**src/rtl/lcd_win_ctrl.sv**
```systemverilog
// Image-window LCD controller: serially loads an IMG_W x IMG_H frame, then streams
// a WIN x WIN window of it per command, with clamped shifts and a mirror readout mode.
//   state   | meaning
//   IDLE    | waiting for a command, busy low
//   LOAD    | shifting N frame pixels in from datain
//   UPD     | applying the window move / mirror toggle
//   OUT     | streaming M window pixels, then one closing cycle
module lcd_win_ctrl #(
    parameter int DW    = 8,
    parameter int IMG_W = 6,
    parameter int IMG_H = 6,
    parameter int WIN   = 3
) (
    input  logic          clk,
    input  logic          reset,
    input  logic [DW-1:0] datain,
    input  logic [2:0]    cmd,
    input  logic          cmd_valid,
    output logic [DW-1:0] dataout,
    output logic          output_valid,
    output logic          busy
);

    localparam int N    = IMG_W * IMG_H;
    localparam int M    = WIN * WIN;
    localparam int XMAX = IMG_W - WIN;
    localparam int YMAX = IMG_H - WIN;
    localparam int X0   = (XMAX + 1) / 2;
    localparam int Y0   = (YMAX + 1) / 2;
    localparam int XW   = (XMAX > 0) ? $clog2(XMAX + 1) : 1;
    localparam int YW   = (YMAX > 0) ? $clog2(YMAX + 1) : 1;
    localparam int WW   = (WIN > 1) ? $clog2(WIN) : 1;
    localparam int AW   = (N > 1) ? $clog2(N) : 1;
    localparam int TW   = $clog2(((N > M) ? N : M + 1) + 1);

    localparam logic [2:0] CMD_LOAD   = 3'd1;
    localparam logic [2:0] CMD_RIGHT  = 3'd2;
    localparam logic [2:0] CMD_LEFT   = 3'd3;
    localparam logic [2:0] CMD_UP     = 3'd4;
    localparam logic [2:0] CMD_DOWN   = 3'd5;
    localparam logic [2:0] CMD_ORIGIN = 3'd6;
    localparam logic [2:0] CMD_MIRROR = 3'd7;

    typedef enum logic [1:0] {ST_IDLE, ST_LOAD, ST_UPD, ST_OUT} state_t;

    state_t          state_q, state_d;
    logic [2:0]      cmd_q, cmd_d;
    logic [TW-1:0]   tmr_q, tmr_d;
    logic [XW-1:0]   x_q, x_d;
    logic [YW-1:0]   y_q, y_d;
    logic [WW-1:0]   r_q, r_d;
    logic [WW-1:0]   c_q, c_d;
    logic            mir_q, mir_d;
    logic [DW-1:0]   dout_q, dout_d;
    logic            vld_q, vld_d;
    logic            shift_en;
    logic [DW-1:0]   buf_q [N];
    logic [AW-1:0]   rd_addr;
    int              col_i;

    always_comb begin
        col_i   = mir_q ? (int'(x_q) + WIN - 1 - int'(c_q)) : (int'(x_q) + int'(c_q));
        rd_addr = AW'((int'(y_q) + int'(r_q)) * IMG_W + col_i);
    end

    always_comb begin
        state_d  = state_q;
        cmd_d    = cmd_q;
        tmr_d    = tmr_q;
        x_d      = x_q;
        y_d      = y_q;
        r_d      = r_q;
        c_d      = c_q;
        mir_d    = mir_q;
        dout_d   = dout_q;
        vld_d    = 1'b0;
        shift_en = 1'b0;
        case (state_q)
            ST_IDLE: begin
                if (cmd_valid) begin
                    cmd_d = cmd;
                    if (cmd == CMD_LOAD) begin
                        state_d = ST_LOAD;
                        tmr_d   = TW'(N - 1);
                    end else begin
                        state_d = ST_UPD;
                    end
                end
            end
            ST_LOAD: begin
                shift_en = 1'b1;
                if (tmr_q == '0) state_d = ST_UPD;
                else             tmr_d   = tmr_q - 1'b1;
            end
            ST_UPD: begin
                case (cmd_q)
                    CMD_LOAD: begin
                        x_d = XW'(X0);
                        y_d = YW'(Y0);
                    end
                    CMD_RIGHT:  if (x_q != XW'(XMAX)) x_d = x_q + 1'b1;
                    CMD_LEFT:   if (x_q != '0)        x_d = x_q - 1'b1;
                    CMD_UP:     if (y_q != '0)        y_d = y_q - 1'b1;
                    CMD_DOWN:   if (y_q != YW'(YMAX)) y_d = y_q + 1'b1;
                    CMD_ORIGIN: begin
                        x_d = '0;
                        y_d = '0;
                    end
                    CMD_MIRROR: mir_d = ~mir_q;
                    default: ;
                endcase
                r_d     = '0;
                c_d     = '0;
                tmr_d   = TW'(M);
                state_d = ST_OUT;
            end
            ST_OUT: begin
                // tmr counts M..1 for pixels; the terminal count closes the phase
                if (tmr_q == '0) begin
                    state_d = ST_IDLE;
                end else begin
                    vld_d  = 1'b1;
                    dout_d = buf_q[rd_addr];
                    tmr_d  = tmr_q - 1'b1;
                    if (c_q == WW'(WIN - 1)) begin
                        c_d = '0;
                        r_d = r_q + 1'b1;
                    end else begin
                        c_d = c_q + 1'b1;
                    end
                end
            end
            default: state_d = ST_IDLE;
        endcase
    end

    always_ff @(posedge clk or posedge reset) begin
        if (reset) begin
            state_q <= ST_IDLE;
            cmd_q   <= '0;
            tmr_q   <= '0;
            x_q     <= '0;
            y_q     <= '0;
            r_q     <= '0;
            c_q     <= '0;
            mir_q   <= 1'b0;
            dout_q  <= '0;
            vld_q   <= 1'b0;
        end else begin
            state_q <= state_d;
            cmd_q   <= cmd_d;
            tmr_q   <= tmr_d;
            x_q     <= x_d;
            y_q     <= y_d;
            r_q     <= r_d;
            c_q     <= c_d;
            mir_q   <= mir_d;
            dout_q  <= dout_d;
            vld_q   <= vld_d;
        end
    end

    // Raster-order shift-in: after N shifts the first pixel sits at index 0
    always_ff @(posedge clk or posedge reset) begin
        if (reset) begin
            for (int j = 0; j < N; j++) buf_q[j] <= '0;
        end else if (shift_en) begin
            for (int j = 0; j < N - 1; j++) buf_q[j] <= buf_q[j + 1];
            buf_q[N - 1] <= datain;
        end
    end

    assign dataout      = dout_q;
    assign output_valid = vld_q;
    assign busy         = (state_q != ST_IDLE);

endmodule

```
**config.mk**
```make
export PLATFORM = sky130hd
export DESIGN_NAME = lcd_win_ctrl
export DESIGN_NICKNAME = d
export VERILOG_FILES = /design/src/rtl/lcd_win_ctrl.sv
export SDC_FILE = /design/constraint.sdc
export NUM_CORES = 1
export LEC_CHECK = 0
export ABC_CLOCK_PERIOD_IN_PS = 10560
export BUFFER_PORTS_ARGS = -buffer_cell sky130_fd_sc_hd__buf_2
export CORE_UTILIZATION = 25
export DETAILED_ROUTE_END_ITERATION = 10
export PLACE_DENSITY = 0.38
export SETUP_SLACK_MARGIN = 0.3
export SLEW_MARGIN = 5
export SYNTH_ARGS = -nofsm -noshare
export SYNTH_HDL_FRONTEND = slang
export SYNTH_SLANG_ARGS = --single-unit
```
**constraint.sdc**
```tcl
create_clock -name clk -period 10.56 [get_ports clk]
set_input_delay 0 -clock clk [delete_from_list [all_inputs] [get_ports clk]]
set_output_delay 0 -clock clk [all_outputs]
set_load 0.05 [all_outputs]
```
## Word level (Yosys, flattened, before mapping)

Cells that the tools add are included.

| storage, ports and cells | value |
|---|---|
| output and inout bits | 10 |
| register bits after elaboration | 317 |
| word-level logic and storage cells | 135 |
| bits of input ports | 14 |

| cells by class | value |
|---|---|
| muxes and demuxes | 28 |
| bitwise operators | 3 |
| magnitude comparators | 1 |
| $mul | 1 |
| reductions and logical operators | 18 |
| $add $sub $neg | 13 |
| equality and inequality tests | 25 |

Operator list:

| cell | count |
|---|---|
| binary-select mux 8 bit (select 6 bit) | 1 |
| inequality test 2 bit (second input constant) | 13 |
| 2-to-1 mux 2 bit | 12 |
| 2-to-1 mux 6 bit | 4 |
| one-hot mux 2 bit (4 select lines) | 3 |
| one-hot mux 6 bit (3 select lines) | 1 |
| 2-to-1 mux 8 bit | 2 |
| == test 3 bit (second input constant) | 4 |
| AND reduction 3 bit | 3 |
| adder 2 x 1 -> 2 bit (second input constant) | 4 |
| one-hot mux 2 bit (2 select lines) | 2 |
| AND reduction 2 bit | 4 |
| AND reduction 4 bit | 2 |
| nonzero test 2 bit | 4 |
| nonzero test 4 bit | 2 |
| >= comparator 7 bit (second input constant) | 1 |
| inverter 6 -> 7 bit | 1 |
| adder 2 x 2 -> 3 bit | 2 |
| adder 6 bit | 1 |
| == test 2 bit (second input constant) | 3 |
| == test 3 x 1 -> 1 bit (second input constant) | 2 |
| == test 3 x 2 -> 1 bit (second input constant) | 2 |
| logical NOT 6 bit | 1 |
| subtractor 6 x 1 -> 6 bit (second input constant) | 1 |
| other kinds (10) | 14 |

## Longest topological paths before layout

| depth | value |
|---|---|
| depth in word-level cells | 9 |
| mapped depth | 16 |

## Worst setup path after synthesis

Ideal clock, no wire load.

| timing path | value |
|---|---|
| kind | flip-flop to flip-flop |
| start point | reg y_q[0] |
| end point | reg dout_q[1], in the netlist dataout[1] |
| path buffers | 1 |
| arrival | 3.342 ns |
| period minus slack after synthesis | 3.469 ns |
| cell stages (with the launch flop) | 16 |
| path slack | 7.091 ns |
| library setup time | 0.127 ns |
| required time | 10.433 ns |
| cells stage by stage | dfrtp_1 ha_1 inv_1 fa_1 inv_1 ha_1 inv_1 fa_1 inv_1 ha_1 xor2_2 buf_6 mux2i_1 o211ai_1 a32oi_1 nand3_1 |

| on the way | value |
|---|---|
| longest elaborated chain between the ends | 7 |

RTL lines:

| element | line | RTL |
|---|---|---|
| start, declared | 50 | `logic [YW-1:0] y_q, y_d;` |
| start signal, assigned | 154 | `y_q <= y_d;` |
| adder 2 x 2 -> 3 bit | 63 | `rd_addr = AW'((int'(y_q) + int'(r_q)) * IMG_W + col_i);` |
| multiplier 3 x 2 -> 5 bit | 63 |  |
| adder 6 bit | 63 |  |
| inverter 6 -> 7 bit (not written as such) | 123 | `dout_d = buf_q[rd_addr];` |
| binary-select mux 8 bit (select 6 bit) | 123 |  |
| 2-to-1 mux 8 bit (not written as such) (2 in series) | 123 |  |
| end signal, assigned | 158 | `dout_q <= dout_d;` |
| end, declared | 54 | `logic [DW-1:0] dout_q, dout_d;` |

No other way between the ends. The select of a mux whose other input is x is not followed.
A chain may end at the register's enable or synchronous reset.

## Worst setup path after layout

Same ends and word-level chain as after synthesis.

==> metrics.md <==
| Metric | Value |
|---|---|
| Outcome | `completed` |
| Top cells by count, synth | `dfrtp_1, mux2_2, mux4_2` |
| Clock Sinks | `between 300 and 400` |
| CP required | `11.04 ns` |
| Overflow after GRT | `0` |
| DRT iter0 DRCs | `roughly 420` |
| RSZ-0062 raised after global routing | `false` |
| ANT cells | `0` |
| CP Class | `flip-flop to flip-flop` |
| Post-Syn Nets | `~1000` |
| CTS root buffer | `clkbuf_16` |
| TritonCTS clock tree | `built` |
| Fin. max-slew vios | `0` |
| Post-synth cell types | `between 40 and 50` |
| Met3 WL post-DR | `approximately 1400 µm` |
| Ys flop type | `dfrtp_1` |
| Total number of vias | `~8500` |
| Reg clk slew, reported paths | `approximately 0.060 ns` |
| Post-Route WL | `around 32000 µm` |
| Dominant cells by area after synthesis | `dfrtp_1, mux2_2, mux4_2` |
| Routed length per instance | `between 15 and 20 µm` |
| DRC | `0` |
| Fill cells | `6000` |
| Cells after Synth | `1000` |
| TNS Setup | `0 ns` |
| Worst-Margin Slew | `between 1 and 1.5 ns` |
| Total CTS buffers | `39` |
| Antenna viol nets, final | `0` |
| Clk_lat worst skew | `0.54 ns` |
| Core region area | `approximately 59000 µm²` |
| Largest net degree at the start of global routing | `around 110` |
| Max Freq | `between 200 and 250 MHz` |
| Arrival time worst endpoint | `a little under 5 ns` |
| Mean post-synth cell area | `approximately 15 µm²` |
| Vias in the first global route | `slightly above 9000` |
| Routed met2 length | `15340 µm` |
| Detail Placement HPWL | `roughly 19000 µm` |
| Global Route Usage Sum | `between 10 and 15%` |
| DR top layer | `met4` |
| M1 WL | `around 15000 µm` |
| Yosys warning count | `0` |
| CP Max Fanout | `33` |
| Final core occ | `roughly 30%` |
| Yosys top cell area share | `roughly 53%` |
| FP Rows | `89` |
| Final setup fails | `0` |
| Max clock buf depth | `3` |
| Port Buffers | `23` |
| Most common cell in the synthesized netlist | `dfrtp_1` |
| EDFF count, synth | `0` |
| Worst Skew | `0.01483 ns` |
| Detailed Routing Iterations Pass 1 | `4` |
| Largest area contributor in the netlist | `dfrtp_1` |
| Die H | `246.2 µm` |
| Max_cap viols | `0` |
| H-tree levels | `2` |
| Worst hold path type | `input pin to async pin` |
| Initial antenna violation count | `0` |
| Mapped cell area | `between 10000 and 15000 µm²` |
| Seq/Total Area, Yosys | `53.21%` |
| Die width | `approximately 250 µm` |
| CP Launch Type | `flip-flop` |
| Synthesized flop and latch total | `approximately 320` |
| Nets | `1064` |
| Post-CTS setup buffers | `0` |
| Max-slew headroom | `between 10% and 20%` |
| Placer Congestion | `between 0.6 and 0.7` |
| Area Growth Syn to Fin | `15.82%` |
| First-pass GRT wire length | `53180 µm` |
| Die ar. | `60610 µm²` |
| Via-to-Cell Ratio | `4.641` |
| Setup crit end kind | `flip-flop` |
| Final period utilization | `roughly two fifths` |
| Count of final hold-check violations | `0` |
| Io pins | `24` |
| Fin crit period | `approximately 4.4 ns` |
| Layout cells sized above 1 | `a little under half` |
| Ys async rst share | `100.0%` |
| Starting density of the core | `25.26%` |
-- cells by family after synthesis --
logic type / synth area share (%)
flip-flops: 53.21
buffers and inverters: 2.929
AO/OA/AOI/OAI: 2.980
multiplexers: 33.61
AND/OR/NAND/NOR: 4.491
XOR/XNOR: 0.5120
adder cells (fa/ha/maj): 2.266
-- cell usage in the layout, fill, tap and decap left out, types with 11 or more instances in the layout --
| master | n |
|---|---|
| dfrtp_1 | 317 |
| ha_1 | 16 |
| clkbuf_16 | 41 |
| buf_2 | 23 |
| mux4_2 | 72 |
| buf_4 | 13 |
| o21ai_0 | 11 |
| nand2_1 | 12 |
| nand4_1 | 25 |
| mux2_2 | 292 |
| clkbuf_8 | 11 |
| nand3_1 | 60 |
| dlygate4sd3_1 | 16 |
| inv_1 | 22 |
-- per-layer routing --
metal / global-route usage, % / vias to the layer above
met3: 2.636 / 45
met1: 15.14 / 4498
li1: - / 3821
met4: 2.886 / 0
met2: 17.80 / 116
met5: 0 / -
-- sequential cells by signal, indices dropped and copies added, names as in the netlist, 2 cells and up --
register,flops
buf_q,288
c_q,2
cmd_q,3
dataout,8
r_q,2
state_q,2
tmr_q,6
x_q,2
y_q,2
-- area by class of cell --
class	instances	area (µm²)	share of cell area, %
tap	773	967.2	5.602
inverter	24	97.59	0.5653
clock buffer	61	1211	7.015
sequential	317	7933	45.95
clock inverter	8	90.09	0.5218
multi-input combinational	592	6594	38.19
timing repair buffer	52	372.9	2.160
-- worst max-delay path, stage by stage (launching register included) --
cell     delay (ns)
dfrtp_1        0.44
ha_1           0.22
inv_1          0.06
fa_1           0.47
inv_1          0.11
ha_1           0.17
inv_1          0.06
fa_1           0.48
inv_1          0.05
ha_1           0.43
xor2_4         0.22
buf_4          0.30
nor3_1         0.98
nand4_1        0.19
nand3_1        0.14
-- final timing paths --
path,slack (ns),startpoint,endpoint,cells after the start
max,6.16,y_q[0]$_DFFE_PP0P_,dataout[1]$_DFFE_PP0P_,14
min,0.12,reset,buf_q[79]$_DFFE_PP0P_,3
max reg2reg,6.16,y_q[0]$_DFFE_PP0P_,dataout[1]$_DFFE_PP0P_,14
min reg2reg,0.49,r_q[1]$_DFFE_PP0P_,r_q[1]$_DFFE_PP0P_,1
max in group asynchronous,8.10,reset,buf_q[90]$_DFFE_PP0P_,5
min in group clk,0.22,datain[5],buf_q[5]$_DFFE_PP0P_,3
-- per-stage QoR --
stage,cell area [µm²],setup WS (ns),hold slack (ns),std cells
2_1_floorplan,14910,1.789,0.1504,1000
3_3_place_gp,15800,6.227,0.2281,1742
3_5_place_dp,15800,6.120,0.2197,1742
4_1_cts,17270,6.097,0.1740,1827
5_1_grt,17270,5.869,0.1850,1827
6_report,17270,6.165,0.1179,1827
-- timing repair --
| action | CTS | global route |
|---|---|---|
| gates resized for setup | 0 | 0 |
| endpoints found under the hold margin | 118 | 0 |
| hold buffers | 16 | 0 |
Power is left out: the tool's default activity adds up to more than one toggle a clock period on the data nets, which glitch-free logic cannot reach.
